File: src/rtl/sha256_round_engine_if.sv
// Message-schedule handshake between the W-expansion stage (master) and the
// SHA-256 round engine (slave): one 32-bit schedule word per valid/ready beat.
interface sha256_round_engine_if #(
  parameter int W_LENGTH = 64
) ();
  localparam int IDX_W = $clog2(W_LENGTH) + 1;

  logic             w_valid;
  logic [31:0]      w_word;
  logic [IDX_W-1:0] w_index;
  logic             w_ready;

  modport master (output w_valid, w_word, w_index, input w_ready);
  modport slave  (input w_valid, w_word, w_index, output w_ready);
endinterface

File: src/rtl/sha256_round_engine.sv
// SHA-256 compression: one round per accepted schedule word, then chaining-value
// update. Define W_ORDER_CHECK_EN to add the sticky w_index order check.
module sha256_round_engine #(
  parameter int W_LENGTH = 64
) (
  input  logic                        clk,
  input  logic                        rst_n,
  sha256_round_engine_if.slave        w_if,
  input  logic                        start_i,
  input  logic [255:0]                hash_i,
  output logic                        busy_o,
  output logic [$clog2(W_LENGTH):0]   round_index_o,
  output logic                        hash_valid_o,
  output logic [255:0]                hash_o
`ifdef W_ORDER_CHECK_EN
  ,
  output logic                        order_error_o
`endif
);

  localparam int CNT_W = $clog2(W_LENGTH) + 1;
  localparam logic [CNT_W-1:0] LAST_IDX = CNT_W'(W_LENGTH - 1);

  localparam logic [31:0] K_ROM [64] = '{
    32'h428a2f98, 32'h71374491, 32'hb5c0fbcf, 32'he9b5dba5, 32'h3956c25b, 32'h59f111f1, 32'h923f82a4, 32'hab1c5ed5,
    32'hd807aa98, 32'h12835b01, 32'h243185be, 32'h550c7dc3, 32'h72be5d74, 32'h80deb1fe, 32'h9bdc06a7, 32'hc19bf174,
    32'he49b69c1, 32'hefbe4786, 32'h0fc19dc6, 32'h240ca1cc, 32'h2de92c6f, 32'h4a7484aa, 32'h5cb0a9dc, 32'h76f988da,
    32'h983e5152, 32'ha831c66d, 32'hb00327c8, 32'hbf597fc7, 32'hc6e00bf3, 32'hd5a79147, 32'h06ca6351, 32'h14292967,
    32'h27b70a85, 32'h2e1b2138, 32'h4d2c6dfc, 32'h53380d13, 32'h650a7354, 32'h766a0abb, 32'h81c2c92e, 32'h92722c85,
    32'ha2bfe8a1, 32'ha81a664b, 32'hc24b8b70, 32'hc76c51a3, 32'hd192e819, 32'hd6990624, 32'hf40e3585, 32'h106aa070,
    32'h19a4c116, 32'h1e376c08, 32'h2748774c, 32'h34b0bcb5, 32'h391c0cb3, 32'h4ed8aa4a, 32'h5b9cca4f, 32'h682e6ff3,
    32'h748f82ee, 32'h78a5636f, 32'h84c87814, 32'h8cc70208, 32'h90befffa, 32'ha4506ceb, 32'hbef9a3f7, 32'hc67178f2
  };

  typedef enum logic [1:0] {IDLE, ROUND, FINAL, DONE} state_e;

  state_e           state_q;
  logic [31:0]      v_q [8];   // working variables a..h
  logic [31:0]      h_q [8];   // chaining value H0..H7
  logic [CNT_W-1:0] round_q;
  logic             w_ready_q;
  logic             busy_q;
  logic             hash_valid_q;
  logic [255:0]     hash_q;

  logic        accept;
  logic [31:0] k_t, s0, s1, ch, maj, t1, t2;

  function automatic logic [31:0] rotr(input logic [31:0] x, input int unsigned n);
    return (x >> n) | (x << (32 - n));
  endfunction

  assign accept = w_if.w_valid && w_ready_q;

  always_comb begin
    // NOTE: every signal here is assigned on every pass, so no latch can form.
    k_t = K_ROM[round_q[CNT_W-2:0]];
    s1  = rotr(v_q[4], 6) ^ rotr(v_q[4], 11) ^ rotr(v_q[4], 25);
    ch  = (v_q[4] & v_q[5]) ^ (~v_q[4] & v_q[6]);
    s0  = rotr(v_q[0], 2) ^ rotr(v_q[0], 13) ^ rotr(v_q[0], 22);
    maj = (v_q[0] & v_q[1]) ^ (v_q[0] & v_q[2]) ^ (v_q[1] & v_q[2]);
    t1  = v_q[7] + s1 + ch + k_t + w_if.w_word;
    t2  = s0 + maj;
  end

`ifdef W_ORDER_CHECK_EN
  logic order_error_q;
`else
  logic unused_w_index;
  assign unused_w_index = ^w_if.w_index;
`endif

  always_ff @(posedge clk or negedge rst_n) begin
    if (!rst_n) begin
      state_q      <= IDLE;
      // NOTE: a..h and H are small flop arrays, not RAM; clearing them keeps an
      // aborted block from leaving stale partial state behind.
      for (int i = 0; i < 8; i++) begin
        v_q[i] <= '0;
        h_q[i] <= '0;
      end
      round_q      <= '0;
      w_ready_q    <= 1'b0;
      busy_q       <= 1'b0;
      hash_valid_q <= 1'b0;
      hash_q       <= '0;
`ifdef W_ORDER_CHECK_EN
      order_error_q <= 1'b0;
`endif
    end else begin
      // NOTE: non-blocking throughout, so the a..h shift reads pre-edge values.
      hash_valid_q <= 1'b0;
      case (state_q)
        IDLE: begin
          if (start_i) begin
            for (int i = 0; i < 8; i++) begin
              h_q[i] <= hash_i[255-32*i -: 32];
              v_q[i] <= hash_i[255-32*i -: 32];
            end
            round_q   <= '0;
            w_ready_q <= 1'b1;
            busy_q    <= 1'b1;
            state_q   <= ROUND;
`ifdef W_ORDER_CHECK_EN
            order_error_q <= 1'b0;
`endif
          end
        end
        ROUND: begin
          if (accept) begin
            v_q[0]  <= t1 + t2;
            v_q[1]  <= v_q[0];
            v_q[2]  <= v_q[1];
            v_q[3]  <= v_q[2];
            v_q[4]  <= v_q[3] + t1;
            v_q[5]  <= v_q[4];
            v_q[6]  <= v_q[5];
            v_q[7]  <= v_q[6];
            round_q <= round_q + 1'b1;
`ifdef W_ORDER_CHECK_EN
            if (w_if.w_index != round_q) order_error_q <= 1'b1;
`endif
            if (round_q == LAST_IDX) begin
              w_ready_q <= 1'b0;
              state_q   <= FINAL;
            end
          end
        end
        FINAL: begin
          for (int i = 0; i < 8; i++) begin
            h_q[i]                <= h_q[i] + v_q[i];
            hash_q[255-32*i -: 32] <= h_q[i] + v_q[i];
          end
          hash_valid_q <= 1'b1;
          state_q      <= DONE;
        end
        DONE: begin
          // A start arriving here is deliberately dropped; the block must restart from IDLE.
          busy_q  <= 1'b0;
          state_q <= IDLE;
        end
        default: state_q <= IDLE;
      endcase
    end
  end

  assign w_if.w_ready  = w_ready_q;
  assign busy_o        = busy_q;
  assign round_index_o = round_q;
  assign hash_valid_o  = hash_valid_q;
  assign hash_o        = hash_q;
`ifdef W_ORDER_CHECK_EN
  assign order_error_o = order_error_q;
`endif

endmodule

File: src/flat_wrapper.sv
// flat-port wrapper written by rule: the top's interface ports become plain ports
module sha256_round_engine_flat 
#(
  parameter int W_LENGTH = 64
)
  (clk, rst_n, start_i, hash_i, busy_o, round_index_o, hash_valid_o, hash_o, w_if_w_valid, w_if_w_word, w_if_w_index, w_if_w_ready);
  sha256_round_engine_if #(.W_LENGTH(W_LENGTH)) w_if_i ();
  input  logic clk;
  input  logic rst_n;
  input  logic start_i;
  input  logic [255:0] hash_i;
  output logic busy_o;
  output logic [$clog2(W_LENGTH):0] round_index_o;
  output logic hash_valid_o;
  output logic [255:0] hash_o;
  input wire logic [$bits(w_if_i.w_valid)-1:0] w_if_w_valid;
  input wire logic [$bits(w_if_i.w_word)-1:0] w_if_w_word;
  input wire logic [$bits(w_if_i.w_index)-1:0] w_if_w_index;
  output wire logic [$bits(w_if_i.w_ready)-1:0] w_if_w_ready;
  assign w_if_i.w_valid = w_if_w_valid;
  assign w_if_i.w_word = w_if_w_word;
  assign w_if_i.w_index = w_if_w_index;
  assign w_if_w_ready = w_if_i.w_ready;
  sha256_round_engine #(.W_LENGTH(W_LENGTH)) u_core (.clk(clk), .rst_n(rst_n), .w_if(w_if_i), .start_i(start_i), .hash_i(hash_i), .busy_o(busy_o), .round_index_o(round_index_o), .hash_valid_o(hash_valid_o), .hash_o(hash_o));
endmodule
File: config.mk
export PLATFORM = sky130hd
export DESIGN_NAME = sha256_round_engine_flat
export DESIGN_NICKNAME = d
export VERILOG_FILES = /design/src/rtl/sha256_round_engine_if.sv /design/src/rtl/sha256_round_engine.sv /design/src/flat_wrapper.sv
export SDC_FILE = /design/constraint.sdc
export NUM_CORES = 2
export LEC_CHECK = 0
export ABC_CLOCK_PERIOD_IN_PS = 10430
export CAP_MARGIN = 20
export CORE_AREA = 2 2 381 383
export CTS_CLUSTER_DIAMETER = 150
export CTS_CLUSTER_SIZE = 14
export DETAILED_ROUTE_END_ITERATION = 10
export DIE_AREA = 0 0 383 385
export PLACE_DENSITY = 0.7
export SYNTH_ARGS = -nofsm -noshare
export SYNTH_HDL_FRONTEND = slang
export SYNTH_SLANG_ARGS = --single-unit
File: constraint.sdc
create_clock -name clk -period 10.43 [get_ports clk]
set_input_delay 3.129 -clock clk [delete_from_list [all_inputs] [get_ports clk]]
set_output_delay 3.129 -clock clk [all_outputs]
set_load 0.02 [all_outputs]
# Yosys cells after proc, flatten, opt, wreduce, memory -nomap -nowiden
# Memories as Yosys holds them, arrays and structs flattened.
# Cells that the tools add are included.
# totals
register_bits	780
rom_bits	2048
inputBits	299
mem_count	1
# classes
add_sub_neg	16
n_lt_le_gt_ge	1
n_eq_ne	7
muxes	19
bitwise_logic	20
n_reduce_logical	10
# mem_list
name	depth	width	read_ports	rd_clocked_by_memory_dff	write_ports	line_no	text
(no name shown)	64	32	1	0	0	sha256_round_engine.sv:57	k_t = K_ROM[round_q[CNT_W-2:0]];
# op_table
op	count
256-bit case mux with 2 select lines	2
256-bit two-way mux	2
32-bit adder	15
32-bit bitwise XOR	7
32-bit bitwise AND	5
32-bit two-way mux	2
32-bit inverter	1
10-bit by 32-bit OR with 32-bit output	1
19-bit by 32-bit OR with 32-bit output	1
21-bit by 32-bit OR with 32-bit output	1
26-bit by 32-bit OR with 32-bit output	1
30-bit by 32-bit OR with 32-bit output	1
7-bit by 32-bit OR with 32-bit output	1
7-bit two-way mux	2
7-bit case mux with 2 select lines	1
2-bit case mux with 4 select lines	1
7-bit by 1-bit adder with 7-bit output, second input constant	1
7-bit by 6-bit == test with 1-bit output, second input constant	1
7-bit >= comparator, second input constant	1
6-bit inverter with 7-bit output	1
2-bit two-way mux	3
3-bit AND reduction	2
2-bit nonzero test	3
2-bit == test, second input constant	2
other kinds (9)	15

# Longest topological paths before layout
# depth
ltp_word	10
ltp_mapped	41
depth_no_buf	40

# Worst setup path before layout
# No wires, ideal clock.
# synth_timing
path_kind	input to register
from	input port w_if_w_word[2]
to	register u_core.v_q[255] (netlist bit)
arrival_ns	9.218
required_ns	10.310
slack_ns	1.092
cell_stages	32
n_path_buf	0
path_cell_list	inv_1 -> fa_1 -> inv_1 -> fa_1 -> inv_1 -> fa_1 -> inv_1 -> ha_1 -> a21o_1 -> a21oi_1 -> o21ai_0 -> a31oi_1 -> o21bai_1 -> nor2_1 -> o21ai_0 -> a21o_1 -> a21o_1 -> xor2_1 -> inv_1 -> fa_1 -> inv_1 -> ha_1 -> a22oi_1 -> nand2_1 -> a21oi_1 -> a211oi_1 -> a31o_2 -> a2111o_1 -> a31oi_1 -> o21bai_1 -> xnor2_1 -> a31o_2
# synth_between
elab_chain_cells	4
# synth_lines
item	line_no	text
start: declaration	flat_wrapper.sv:17	input wire logic [$bits(w_if_i.w_word)-1:0] w_if_w_word;
32-bit adder	sha256_round_engine.sv:62	t1 = v_q[7] + s1 + ch + k_t + w_if.w_word;
32-bit adder	sha256_round_engine.sv:111	v_q[0] <= t1 + t2;
256-bit two-way mux	sha256_round_engine.sv:110	if (accept) begin
256-bit case mux with 2 select lines	sha256_round_engine.sv:93	case (state_q)
end signal: indexed assignment	sha256_round_engine.sv:98	v_q[i] <= hash_i[255-32*i -: 32];
end: declaration	sha256_round_engine.sv:38	logic [31:0] v_q [8];
# Every way passes these cells. The select of a mux whose other input is x is not followed.
# A chain may end at the register's enable or synchronous reset.

# Worst setup path in the final report
# layout_timing
from	input port w_if_w_word[2]
to	register u_core.v_q[253] (netlist bit)
# Same word-level chain as after synthesis.

==> PnR_summary.wiki <==
{| class="wikitable"
! Metric !! Value
|-
| Worst path arrival time || 10.66 ns
|-
| Clock tree from TritonCTS || built
|-
| Count of buffers inserted at the top-level ports || 557
|-
| Biggest area contributors in the synthesized netlist || sky130_fd_sc_hd__dfrtp_1, sky130_fd_sc_hd__ha_1, sky130_fd_sc_hd__mux2i_1
|-
| Post-placement cell count || 8,714
|-
| Crit path largest cell delay || 0.56 ns
|-
| Most area-hungry cell type in the Yosys netlist || sky130_fd_sc_hd__dfrtp_1
|-
| First-pass GRT wire length || roughly 340 mm
|-
| Number of resized instances in the post-cts repair step || 0
|-
| Ratio of cells with drive above 1 in the final layout || 6.95%
|-
| Die height || 385 um
|-
| Clk Latency, worst-skew pair || approximately 0.72 ns
|-
| Post-synth design cell area || between 50,000 and 60,000 um2
|-
| Crit Path Category || in -> reg
|-
| Initial antenna violation count || 21
|-
| Data required time at the worst endpoint || 11.05 ns
|-
| Period minus WS final || ~10 ns
|-
| RSZ-0062 raised after global routing || false
|-
| CTS HTree Levels || 3
|-
| Number of pins with negative max-slew slack in the final report || 0
|-
| Gr ovfl total || 0
|-
| Gpl congestion || 1.03
|-
| Mean routed wirelength per cell || 26.4 um
|-
| Post-synth top flop || sky130_fd_sc_hd__dfrtp_1
|-
| Final cell count without fillers || 8,801
|-
| Final-stage net count || 7,674
|-
| Average cell area after synthesis || 8.89 um2
|-
| Syn_nets || 7,190
|-
| Hold-fix buffers, CTS || 0
|-
| Yosys cell types || 95
|-
| Largest net degree at the start of global routing || 253
|-
| Post CTS Setup Buffer Count || 0
|-
| Fin Hold WS || 0.482 ns
|-
| Worst Tran Pin Value || 1.16 ns
|-
| Die area || 147,000 um2
|-
| CP Capture Type || flop
|-
| Global-route total usage across every layer || a little under a third
|-
| Detailed-routed wire length on met2 || just over 100 mm
|-
| First drt pass iteration count || 6
|-
| Power Dens Cells || 252 nW/um2
|-
| Portion of synthesized cell area occupied by the leading cell type || between 30% and 40%
|-
| Clock tree sinks || 780
|-
| Average vias per placed instance || 5.77
|-
| Routed length on met1 || 95.5 mm
|-
| Highest metal layer with signal wires || met5
|-
| Critical path peak fanout || 3
|-
| Instance count of the mapped netlist || between 6,000 and 7,000
|-
| Core region area || roughly 140,000 um2
|-
| Tightest Hold Check Type || reg -> reg
|-
| Number of buffers added by the clock tree synthesis step || 66
|-
| DRC marker count from the first detailed-route iteration || 5,036
|-
| Final antenna-violating net count || 0
|-
| Number of flops mapped to enable cells by yosys || 0
|-
| Root buffer cell || sky130_fd_sc_hd__clkbuf_16
|-
| DR WL met3 || a little under 20 mm
|-
| CP max-delay cell || sky130_fd_sc_hd__fa_1
|-
| Number of global-route vias before repair || around 50,000
|-
| Number of buffers on the longest clock path || 3
|-
| Sequential element share of the synthesized area || around 34%
|-
| Die span in x || between 300 and 400 um
|-
| Result of the run || finished clean
|-
| DRC violation count after routing || 0
|-
| Total I/O pin count || 565
|-
| Final hold violations || 0
|-
| Library cell appearing most often on the critical path || sky130_fd_sc_hd__inv_1
|-
| Vias after detailed routing || ~50,000
|-
| Standard-cell rows || 139
|-
| Count of warnings emitted by yosys || 0
|-
| DRT Wirelength || between 200 and 250 mm
|-
| Fraction of registers with async set or reset after synthesis || 100%
|-
| Max Clock Freq || 99.6 MHz
|-
| Synthesis-stage register bit count || ~800
|-
| Post-Route Skew || approximately 0.058 ns
|-
| Kind of launch point of the worst setup path || primary input
|-
| HPWL after DPL || 180 mm
|-
| Normalized max-slew margin || between 20% and 30%
|-
| Starting density of the core || 39.7%
|-
| Static Leak || ~32 nW
|-
| Clk slew on worst S/H paths || 0.08 ns
|-
| Maxcap violations || 0
|-
| Growth of design area from synthesis to finish || 17.9%
|-
| Share of the clock period used by the worst path after layout || between 90% and 100%
|-
| Final setup vio count || 0
|-
| Largest voltage drop on the vdd net || 0.331 mV
|}
[cell usage after synthesis (7+ instances only)]
| master | count |
|---|---|
| sky130_fd_sc_hd__mux2_2 | 128 |
| sky130_fd_sc_hd__nor2_1 | 336 |
| sky130_fd_sc_hd__and2_1 | 8 |
| sky130_fd_sc_hd__a21boi_0 | 13 |
| sky130_fd_sc_hd__ha_1 | 363 |
| sky130_fd_sc_hd__a221oi_1 | 7 |
| sky130_fd_sc_hd__o21bai_1 | 36 |
| sky130_fd_sc_hd__nand4_1 | 16 |
| sky130_fd_sc_hd__or2_2 | 7 |
| sky130_fd_sc_hd__o21ai_0 | 744 |
| sky130_fd_sc_hd__o211ai_1 | 31 |
| sky130_fd_sc_hd__nand2b_1 | 57 |
| sky130_fd_sc_hd__nand2_1 | 763 |
| sky130_fd_sc_hd__inv_1 | 455 |
| sky130_fd_sc_hd__and3_1 | 40 |
| sky130_fd_sc_hd__dfrtp_1 | 780 |
| sky130_fd_sc_hd__fa_1 | 133 |
| sky130_fd_sc_hd__o311ai_0 | 8 |
| sky130_fd_sc_hd__nor3_1 | 74 |
| sky130_fd_sc_hd__a21o_1 | 223 |
| sky130_fd_sc_hd__a31oi_1 | 129 |
| sky130_fd_sc_hd__a31o_2 | 10 |
| sky130_fd_sc_hd__xnor2_1 | 292 |
| sky130_fd_sc_hd__a211o_1 | 17 |
| sky130_fd_sc_hd__buf_1 | 45 |
| sky130_fd_sc_hd__o22ai_1 | 8 |
| sky130_fd_sc_hd__or3_1 | 22 |
| sky130_fd_sc_hd__xor2_1 | 147 |
| sky130_fd_sc_hd__a21oi_1 | 423 |
| sky130_fd_sc_hd__nor2b_1 | 45 |
| sky130_fd_sc_hd__o21a_1 | 64 |
| sky130_fd_sc_hd__clkbuf_1 | 293 |
| sky130_fd_sc_hd__nand3_1 | 70 |
| sky130_fd_sc_hd__mux4_2 | 15 |
| sky130_fd_sc_hd__nand3b_1 | 14 |
| sky130_fd_sc_hd__a211oi_1 | 41 |
| sky130_fd_sc_hd__o31ai_1 | 24 |
| sky130_fd_sc_hd__a311oi_1 | 10 |
| sky130_fd_sc_hd__a2111oi_0 | 7 |
| sky130_fd_sc_hd__mux2i_1 | 375 |
[sequential cells by signal (all words and copies together) (netlist names)]
signal / count
u_core.busy_o: 1
u_core.h_q: 256
u_core.hash_o: 256
u_core.state_q: 2
u_core.v_q: 256
u_core.round_index_o: 7
u_core.hash_valid_o: 1
u_core.w_if.w_ready: 1
[layout by cell type (no fill, tap or decap), drive strengths merged, types with 57 or more instances in the layout]
| cell | instances |
|---|---|
| a21o | 226 |
| a21oi | 423 |
| a31oi | 129 |
| buf | 203 |
| clkbuf | 69 |
| clkdlybuf4s50 | 556 |
| dfrtp | 780 |
| fa | 133 |
| ha | 363 |
| inv | 460 |
| mux2 | 128 |
| mux2i | 375 |
| nand2 | 763 |
| nand2b | 57 |
| nand3 | 70 |
| nor2 | 336 |
| nor3 | 74 |
| o21a | 64 |
| o21ai | 750 |
| xnor2 | 292 |
| xor2 | 147 |
[kinds of logic after synthesis]
| family | synth area share, % |
|---|---|
| xor gates and xnor gates | 6.76 |
| adders and majority gates | 12.7 |
| and+or+nand+nor | 11.3 |
| AOI/OAI and AO/OA | 19.8 |
| buffers and inverters | 5.36 |
| muxes | 9.73 |
| DFF | 34.3 |
[cell type report]
| type | instances | area, um2 |
|---|---|---|
| flip-flops and latches | 780 | 19500 |
| repair buffers | 759 | 7220 |
| clock buffers | 69 | 1680 |
| diodes | 9 | 22.5 |
| clock inverters | 9 | 119 |
| well taps | 1903 | 2380 |
| inverters | 457 | 1720 |
| fillers | 13708 | 76100 |
| multi-input cells | 4815 | 34400 |
[worst paths after layout]
path                                          from            endpoint  slack, ns  cells after the start
min in group asynchronous                    rst_n  u_core.hash_o[108]       2.46                      1
min                             u_core.hash_o[237]  u_core.hash_o[237]       0.48                      1
max reg2reg                u_core.round_index_o[1]     u_core.v_q[253]       1.39                     38
min reg2reg                     u_core.hash_o[237]  u_core.hash_o[237]       0.48                      1
max in group asynchronous                    rst_n     u_core.h_q[218]       6.17                      3
max                                 w_if_w_word[2]     u_core.v_q[253]       0.39                     34
[power breakdown]
| part | total (mW) | internal (mW) | switching, mW | leakage (nW) |
|---|---|---|---|---|
| combinational | 11.3 | 4.94 | 6.33 | 21.5 |
| sequential | 3.24 | 3.08 | 0.163 | 10.1 |
| clock | 2.40 | 1.18 | 1.22 | 0.887 |
[worst max-delay path, delay by kind of cell]
family	cells	cell delay [ns]
AO/OA/AOI/OAI	15	3.14
adder cells (fa/ha/maj)	6	2.66
buffers and inverters	9	1.26
XOR/XNOR	2	0.37
AND/OR/NAND/NOR	2	0.10
[metal layers]
layer / up-vias / track usage, %
met5: - / 0
met1: 24798 / 40.6
li1: 23218 / -
met2: 2210 / 47.4
met3: 505 / 6.10
met4: 26 / 18.1
[stage by stage]
| step | worst slack [ns] | utilization (%) | TNS, ns | total power [mW] | cell area (um2) |
|---|---|---|---|---|---|
| floorplan | 1.09 | - | 0 | 9.98 | 56900 |
| global placement | -0.0875 | 45.6 | -0.222 | 14.1 | 65200 |
| detailed placement | -0.129 | 45.6 | -0.357 | 14.2 | 65200 |
| CTS | 0.574 | 46.8 | 0 | 16.7 | 67000 |
| global route | 0.0791 | 46.8 | 0 | 18.0 | 67000 |
| finish | 0.395 | 46.8 | 0 | 16.9 | 67000 |
No activity file was read; power rests on OpenSTA's default activity.
